## config.mk

```make
export PLATFORM = sky130hd
export DESIGN_NAME = seq_mag_cmp_flat
export DESIGN_NICKNAME = d
export VERILOG_FILES = /design/src/rtl/seq_mag_cmp_if.sv /design/src/rtl/seq_mag_cmp.sv /design/src/flat_wrapper.sv
export SDC_FILE = /design/constraint.sdc
export NUM_CORES = 1
export LEC_CHECK = 0
export CORE_MARGIN = 3
export CORE_UTILIZATION = 34
export CTS_CLUSTER_SIZE = 28
export DETAILED_ROUTE_END_ITERATION = 16
export PLACE_DENSITY_LB_ADDON = 0.1
export SYNTH_ARGS = -nofsm -noshare
export SYNTH_HDL_FRONTEND = slang
export SYNTH_SLANG_ARGS = --single-unit
export TNS_END_PERCENT = 100
```

## constraint.sdc

```tcl
create_clock -name clk -period 3.1 [get_ports clk]
set_clock_uncertainty 0.05 [all_clocks]
set_input_delay 0.62 -clock clk [delete_from_list [all_inputs] [get_ports clk]]
set_output_delay 0.62 -clock clk [all_outputs]
set_load 0.005 [all_outputs]
```

## src/rtl/seq_mag_cmp_if.sv

```systemverilog
// Request/response bundle for the serial magnitude comparator.
// The master drives operands and start. The slave returns busy, done and the one-hot result.
interface seq_mag_cmp_if #(parameter int WIDTH = 16);
  logic             start;
  logic             signed_mode;
  logic [WIDTH-1:0] a;
  logic [WIDTH-1:0] b;
  logic             busy;
  logic             done;
  logic [2:0]       o;

  modport master (output start, signed_mode, a, b, input busy, done, o);
  modport slave  (input start, signed_mode, a, b, output busy, done, o);
endinterface

```

## src/rtl/seq_mag_cmp.sv

```systemverilog
// Serial magnitude comparator: one SLICE-bit stage walks the operands MSB slice first.
// It decides early on the first differing slice.
module seq_mag_cmp #(
  parameter int WIDTH = 16,
  parameter int SLICE = 4
) (
  input logic          clk,
  input logic          rst,
  seq_mag_cmp_if.slave bus
);
  localparam int NSLICE = (SLICE > 0) ? WIDTH / SLICE : 1;
  localparam int IW     = (NSLICE > 1) ? $clog2(NSLICE) : 1;
  localparam logic [IW-1:0] TOP = IW'(NSLICE - 1);

  generate
    if (SLICE < 1 || WIDTH < 1 || (WIDTH % SLICE) != 0) begin : g_bad_cfg
      $error("seq_mag_cmp: WIDTH must be a positive multiple of SLICE");
    end
  endgenerate

  typedef enum logic {IDLE, CMP} state_t;

  state_t           state;
  logic [IW-1:0]    idx;
  logic [WIDTH-1:0] a_q, b_q;
  logic             sm_q;
  logic             busy_q, done_q;
  logic [2:0]       o_q;
  logic [SLICE-1:0] sa, sb;

  // Flipping the sign bit of the top slice turns a two's-complement order into an unsigned order.
  always_comb begin
    sa = a_q[int'(idx)*SLICE +: SLICE];
    sb = b_q[int'(idx)*SLICE +: SLICE];
    if (sm_q && idx == TOP) begin
      sa[SLICE-1] = ~sa[SLICE-1];
      sb[SLICE-1] = ~sb[SLICE-1];
    end
  end

  always_ff @(posedge clk or posedge rst) begin
    if (rst) begin
      state  <= IDLE;
      idx    <= '0;
      a_q    <= '0;
      b_q    <= '0;
      sm_q   <= 1'b0;
      busy_q <= 1'b0;
      done_q <= 1'b0;
      o_q    <= 3'b000;
    end else begin
      done_q <= 1'b0;
      case (state)
        IDLE: begin
          if (bus.start) begin
            a_q    <= bus.a;
            b_q    <= bus.b;
            sm_q   <= bus.signed_mode;
            idx    <= TOP;
            busy_q <= 1'b1;
            o_q    <= 3'b000;
            state  <= CMP;
          end
        end
        CMP: begin
          if (sa != sb) begin
            o_q    <= (sa > sb) ? 3'b100 : 3'b001;
            done_q <= 1'b1;
            busy_q <= 1'b0;
            state  <= IDLE;
          end else if (idx == '0) begin
            o_q    <= 3'b010;
            done_q <= 1'b1;
            busy_q <= 1'b0;
            state  <= IDLE;
          end else begin
            idx <= idx - 1'b1;
          end
        end
        default: state <= IDLE;
      endcase
    end
  end

  assign bus.busy = busy_q;
  assign bus.done = done_q;
  assign bus.o    = o_q;
endmodule

```

## src/flat_wrapper.sv

```systemverilog
// flat-port wrapper written by rule: the top's interface ports become plain ports
module seq_mag_cmp_flat 
#(
  parameter int WIDTH = 16,
  parameter int SLICE = 4
)
  (clk, rst, bus_start, bus_signed_mode, bus_a, bus_b, bus_busy, bus_done, bus_o);
  seq_mag_cmp_if #(.WIDTH(WIDTH)) bus_i ();
  input logic clk;
  input logic rst;
  input wire logic [$bits(bus_i.start)-1:0] bus_start;
  input wire logic [$bits(bus_i.signed_mode)-1:0] bus_signed_mode;
  input wire logic [$bits(bus_i.a)-1:0] bus_a;
  input wire logic [$bits(bus_i.b)-1:0] bus_b;
  output wire logic [$bits(bus_i.busy)-1:0] bus_busy;
  output wire logic [$bits(bus_i.done)-1:0] bus_done;
  output wire logic [$bits(bus_i.o)-1:0] bus_o;
  assign bus_i.start = bus_start;
  assign bus_i.signed_mode = bus_signed_mode;
  assign bus_i.a = bus_a;
  assign bus_i.b = bus_b;
  assign bus_busy = bus_i.busy;
  assign bus_done = bus_i.done;
  assign bus_o = bus_i.o;
  seq_mag_cmp #(.WIDTH(WIDTH), .SLICE(SLICE)) u_core (.clk(clk), .rst(rst), .bus(bus_i));
endmodule
```

==> results.ini, run 1 <==
[final_layout]
num_antenna_cells=0
nets=283
synthToLayoutAreaGrowth_pct=28.6
final_core_util=0.467
nFillCells=547
design_area_um2=2460
drive_gt1_frac=0.0455

[timing]
max_slew.worst_pin.slew_ns=0.523
fin_crit_ns=2.46
fmax_ghz=0.406
hold_viol_final=0
finalSetupTns_ns=0
maxSlewHeadroom=0.651
rsz0062_at_grt=no
slew_violations=0
fin_crit_sh=0.795
finalSetupViolCount=0

[cts]
h-tree-depth=2
postCtsHoldBufs=0
cts_buffers=5
tritoncts=yes
cts.sinks=41
cts_buffer_depth=2
post_cts_buffers=0
clkTransAtPathRegs_ns=0.07
clock-root-buffer=clkbuf_8
post_cts_resized=0
worst_skew_pair.late_latency_ns=0.29

[hold_path]
hold_path_depth=2
hold_start=u_core.a_q[2]
min_path_type=flip-flop to flip-flop
hold_end=u_core.a_q[2]

[synth]
ys_seq_elements=41
syn_area_um2=1910
async_flop_share=1.00
syn_inst=200
ys_types=20
synth_ff_type=dfrtp_1
yosysSeqAreaShare=0.536
synthTopCellsByCount=nand2_1, dfrtp_1, inv_1, buf_2, mux4_1
synth_top_cell_by_area=dfrtp_1
synth_area_leaders=dfrtp_1, nand2_1, mux4_1
synth_top_cell_area_share=0.536
yosysMostFrequentCell=nand2_1
syn_avg_cell_area_um2=9.57
ys_warn_count=0
synth_edf_count=0
syn-num-nets=242

[setup_path]
slowest_stage=mux4_1
critPathLaunchType=flip-flop
cp-end-kind=flip-flop
crit_arrival_ns=2.64
startpoint=u_core.idx[0]
critPathBufInv=0
regToRegEndpoint=u_core.bus.o[2]
crit_fanout=6
rrSetupSlack_ns=0.64
reg2reg_depth=6
crit_required_ns=3.28
slowest_delay_ns=0.61
rr_startpoint=u_core.idx[0]
crit_family=multiplexers
path_cells=mux4_1 > xor2_1 > ha_1 > nand4_1 > o21ai_0 > a32o_1
critPathKind=flip-flop to flip-flop

[power_and_ir_drop]
power.total_mw=2.10
ir_drop_uv=331
p_per_area_nw_per_um2=855
total_leakage_power_nw=1.28

[grt]
grt_pass1_wl_um=5950
grt_overflow_total=0
grt_util_all_layers=0.121
met3_usage=0.0432
grt_pass1_vias=1253
antenna_found_initial=0
met2_usage=0.183
busiest_layer=met2
grt_max_degree=42
grt_use_met1=0.163

[place]
hpwl_um=2650
placed_area_um2=2380
portBuffers=40
gp_congestion=0.717

[drt]
drc_errors=0
num_vias=1406
avgViaCountPerCell=4.51
dr.first_iter.drc_count=39
postRouteAntennaNets=0
avgRoutedWirePerCell_um=11.9
first_pass_iters=4
wirelength_um=3720

[floorplan]
io_pins=41
die-area_um2=6570
start_util=0.363
core_area_um2=5270
die_h_um=81.0
dieWidth_um=81.0
rows=26

[flow_run]
maxCapViolations=0

[status]
status=finished clean

==> registers in the layout, summed over array words and instances (netlist names) <==
name / flops
u_core.bus.busy: 1
u_core.bus.done: 1
u_core.a_q: 16
u_core.state: 1
u_core.b_q: 16
u_core.bus.o: 3
u_core.idx: 2
u_core.sm_q: 1
==> logic make-up (layout without fill, tap and decap cells) <==
kind of cell / count (synthesis) / in the layout / synth area share
adder cells (fa/ha/maj): 6 / 6 / 0.0392
XOR/XNOR: 2 / 2 / 0.00915
AO/OA/AOI/OAI: 7 / 7 / 0.0209
flip-flops: 41 / 41 / 0.536
multiplexers: 10 / 10 / 0.118
AND/OR/NAND/NOR: 115 / 115 / 0.231
buffers and inverters: 19 / 61 / 0.0457
==> tightest hold or removal path: cells and delay by family (launching register included) <==
kind | cells | cell delay, ns
flip-flops | 1 | 0.34
AND/OR/NAND/NOR | 2 | 0.10
==> cell type report <==
type	instances	area, um^2	area share
Tap cell	70	87.6	0.0356
Timing Repair Buffer	44	430	0.175
Multi-Input combinational cell	140	803	0.326
Inverter	9	33.8	0.0137
Clock buffer	8	80.1	0.0325
Sequential cell	41	1030	0.417
==> stage by stage <==
stage               instances  setup WS [ns]  hold WS [ns]
floorplan                 200          0.875         0.387
global placement          304          0.690         0.405
detailed placement        304          0.633         0.409
CTS                       312          0.605         0.427
global route              312          0.379         0.449
finish                    312          0.636         0.422
==> per-layer routing <==
layer | wire (um) | part of all wire
met3 | 141 | 0.038
met2 | 1680 | 0.45
met5 | 0 | 0
met1 | 1850 | 0.50
met4 | 44 | 0.012
==> layout by cell type, fill, tap and decap left out, drive strengths merged <==
cell type      Yosys  layout
buf                8       4
nand4              1       1
nand3              2       2
o21ai              4       4
nand2b             1       1
xor2               1       1
mux4               8       8
a21oi              2       2
nor2b              1       1
mux2i              2       2
dfrtp             41      41
clkdlybuf4s50      0      40
nor2               3       3
nand2            107     107
inv                9       9
ha                 6       6
clkbuf             2       8
a32o               1       1
xnor2              1       1
==> worst max-delay path by stage <==
stage / to / slack (ns) / cells past startpoint
floorplan: u_core.bus.o[2] / 0.88 / 7
global placement: u_core.bus.o[0] / 0.69 / 7
detailed placement: u_core.bus.o[0] / 0.63 / 7
CTS: u_core.bus.o[0] / 0.61 / 7
global route: u_core.bus.o[2] / 0.38 / 6
finish: u_core.bus.o[2] / 0.64 / 6
==> power breakdown <==
part           switching [mW]  internal, mW
clock                   0.174         0.160
combinational           0.422         0.440
sequential              0.139         0.770
total                   0.734          1.37
(Power assumes the default switching activity.)
==> run 2, diff against run 1 <==
==> constraint.sdc (replaced) <==
create_clock -name clk -period 2.1 [get_ports clk]
set_clock_uncertainty 0.05 [all_clocks]
set_input_delay 0.42 -clock clk [delete_from_list [all_inputs] [get_ports clk]]
set_output_delay 0.42 -clock clk [all_outputs]
set_load 0.005 [all_outputs]
==> run 2 against run 1 <==
Compared with the run above: the flow now finishes with violations (setup timing); cell count is 1.9% higher; power is 62% higher; critical path depth is 1 higher; clock power is 52% higher; register-to-register slack worse by 0.73 ns; die area stayed put; routed wire length is 2.1% higher; global-route usage is 1.1 points higher; hold slack worse by 0.0028 ns; worst setup slack worse by 0.73 ns; fmax is 12% higher; count of clock-buffer cells in the layout is 1 lower; critical path type unchanged; largest cell class unchanged; largest power group is now combinational logic.
==> results.ini, run 2 (synthesized netlist as in run 1, its figures left out) <==
[drt]
dr.first_iter.drc_count=55
avgRoutedWirePerCell_um=11.9
avgViaCountPerCell=4.48
postRouteAntennaNets=0
wirelength_um=3800
drc_errors=0
first_pass_iters=4
num_vias=1424

[flow_run]
maxCapViolations=0

[setup_path]
cp-end-kind=flip-flop
slowest_delay_ns=0.52
critPathKind=flip-flop to flip-flop
critPathLaunchType=flip-flop
reg2reg_depth=7
slowest_stage=mux4_2
critPathBufInv=1
crit_fanout=4
crit_family=multiplexers
crit_arrival_ns=2.32
crit_required_ns=2.22
worst-path-stages=7
path_cells=mux4_2 > xor2_1 > ha_1 > nand4_1 > nand2_1 > inv_1 > a32o_1
rrSetupSlack_ns=-0.09

[grt]
grt_use_met1=0.174
grt_pass1_wl_um=6560
grt_pass1_vias=1410
grt_util_all_layers=0.132
grt_max_degree=42
grt_overflow_total=0
met2_usage=0.206
met3_usage=0.0410
busiest_layer=met2
antenna_found_initial=0

[hold_path]
hold_path_depth=2
min_path_type=flip-flop to flip-flop

[place]
dpl.cell_count=307
portBuffers=40
hpwl_um=2660
gp_congestion=0.781

[final_layout]
nFillCells=540
num_antenna_cells=0
drive_gt1_frac=0.113
final_common_cell=nand2_1
fin_cells=318
register_area_um2=1030
synthToLayoutAreaGrowth_pct=33.2
final_cell_mix=nand2_1, clkdlybuf4s50_1, dfrtp_1, buf_4, inv_1
multi_input_area_um2=807
nets=290

[floorplan]
io_pins=41
dieWidth_um=81.0
rows=26
start_util=0.363
core_area_um2=5270
die-area_um2=6570
die_h_um=81.0

[cts]
tritoncts=yes
clock-root-buffer=clkbuf_8
worst_skew_pair.late_latency_ns=0.29
h-tree-depth=2
cts.sinks=41
cts_buffer_depth=2
clkTransAtPathRegs_ns=0.07
cts_buffers=5
postCtsHoldBufs=0

[status]
status=finished, violations left
violations=setup timing

[timing]
rsz0062_at_grt=yes
finalSetupViolCount=6
fmax_ghz=0.456
fin_crit_ns=2.19
slew_violations=0
max_slew.worst_pin.slew_ns=0.513
hold_viol_final=0
maxSlewHeadroom=0.658
fin_crit_sh=1.04
timing.final.ws_setup_ns=-0.0943

[power_and_ir_drop]
ir_drop_uv=404
total_leakage_power_nw=1.30
p_per_area_nw_per_um2=1330
power.total_mw=3.40

run 2: cell count changes in the layout (fill, tap and decap cells not counted), sizes merged:
cell	before	now
clkbuf	8	7
buf	4	11
run 2: tightest hold or removal path: stages, from the launching register on:
cell and delay, ns:
dfrtp_1 0.34, nand2_1 0.05, nand2_1 0.05
run 2: per-layer routing:
metal | up-vias | part of all wire
li1 | 726 | -
met1 | 667 | 0.46
met2 | 26 | 0.49
met3 | 5 | 0.041
met4 | 0 | 0.014
met5 | - | 0
run 2: stage by stage:
step / setup TNS, ns / hold WS, ns / util / setup slack [ns] / area, um^2
floorplan: -0.0529 / 0.387 / - / -0.0188 / 1920
global placement: -0.668 / 0.408 / 0.462 / -0.145 / 2430
detailed placement: -0.980 / 0.409 / 0.462 / -0.189 / 2430
CTS: -0.400 / 0.428 / 0.480 / -0.102 / 2530
global route: -1.18 / 0.460 / 0.484 / -0.210 / 2550
finish: -0.430 / 0.420 / 0.484 / -0.0943 / 2550
run 2: final timing paths:
| kind | from | end |
|---|---|---|
| worst min-delay path | u_core.b_q[13] | u_core.b_q[13] |
| max in group asynchronous | rst | u_core.idx[0] |
| worst min register to register | u_core.b_q[13] | u_core.b_q[13] |
| worst max register to register | u_core.idx[0] | u_core.bus.o[2] |
| worst max-delay path | u_core.idx[0] | u_core.bus.o[2] |
| min in group asynchronous | rst | u_core.bus.done |
run 2: where the power goes:
part,switching (mW),internal [mW]
registers,0.210,1.14
clock network,0.247,0.261
logic,0.709,0.839
total,1.17,2.24
run 2: area by class of cell:
cell class,instances,share of cell area
well taps,70,0.0343
clock buffers,7,0.0339
multi-input cells,140,0.316
inverters,9,0.0132
repair buffers,51,0.199
flip-flops and latches,41,0.403
run 2: timing repair:
item                                    4_1_cts  5_1_grt
hold endpoints to repair                      0        0
pin swaps                                     6        7
endpoints found under the setup margin        8        8
buffers inserted                              2        2
resized for setup                             5        4
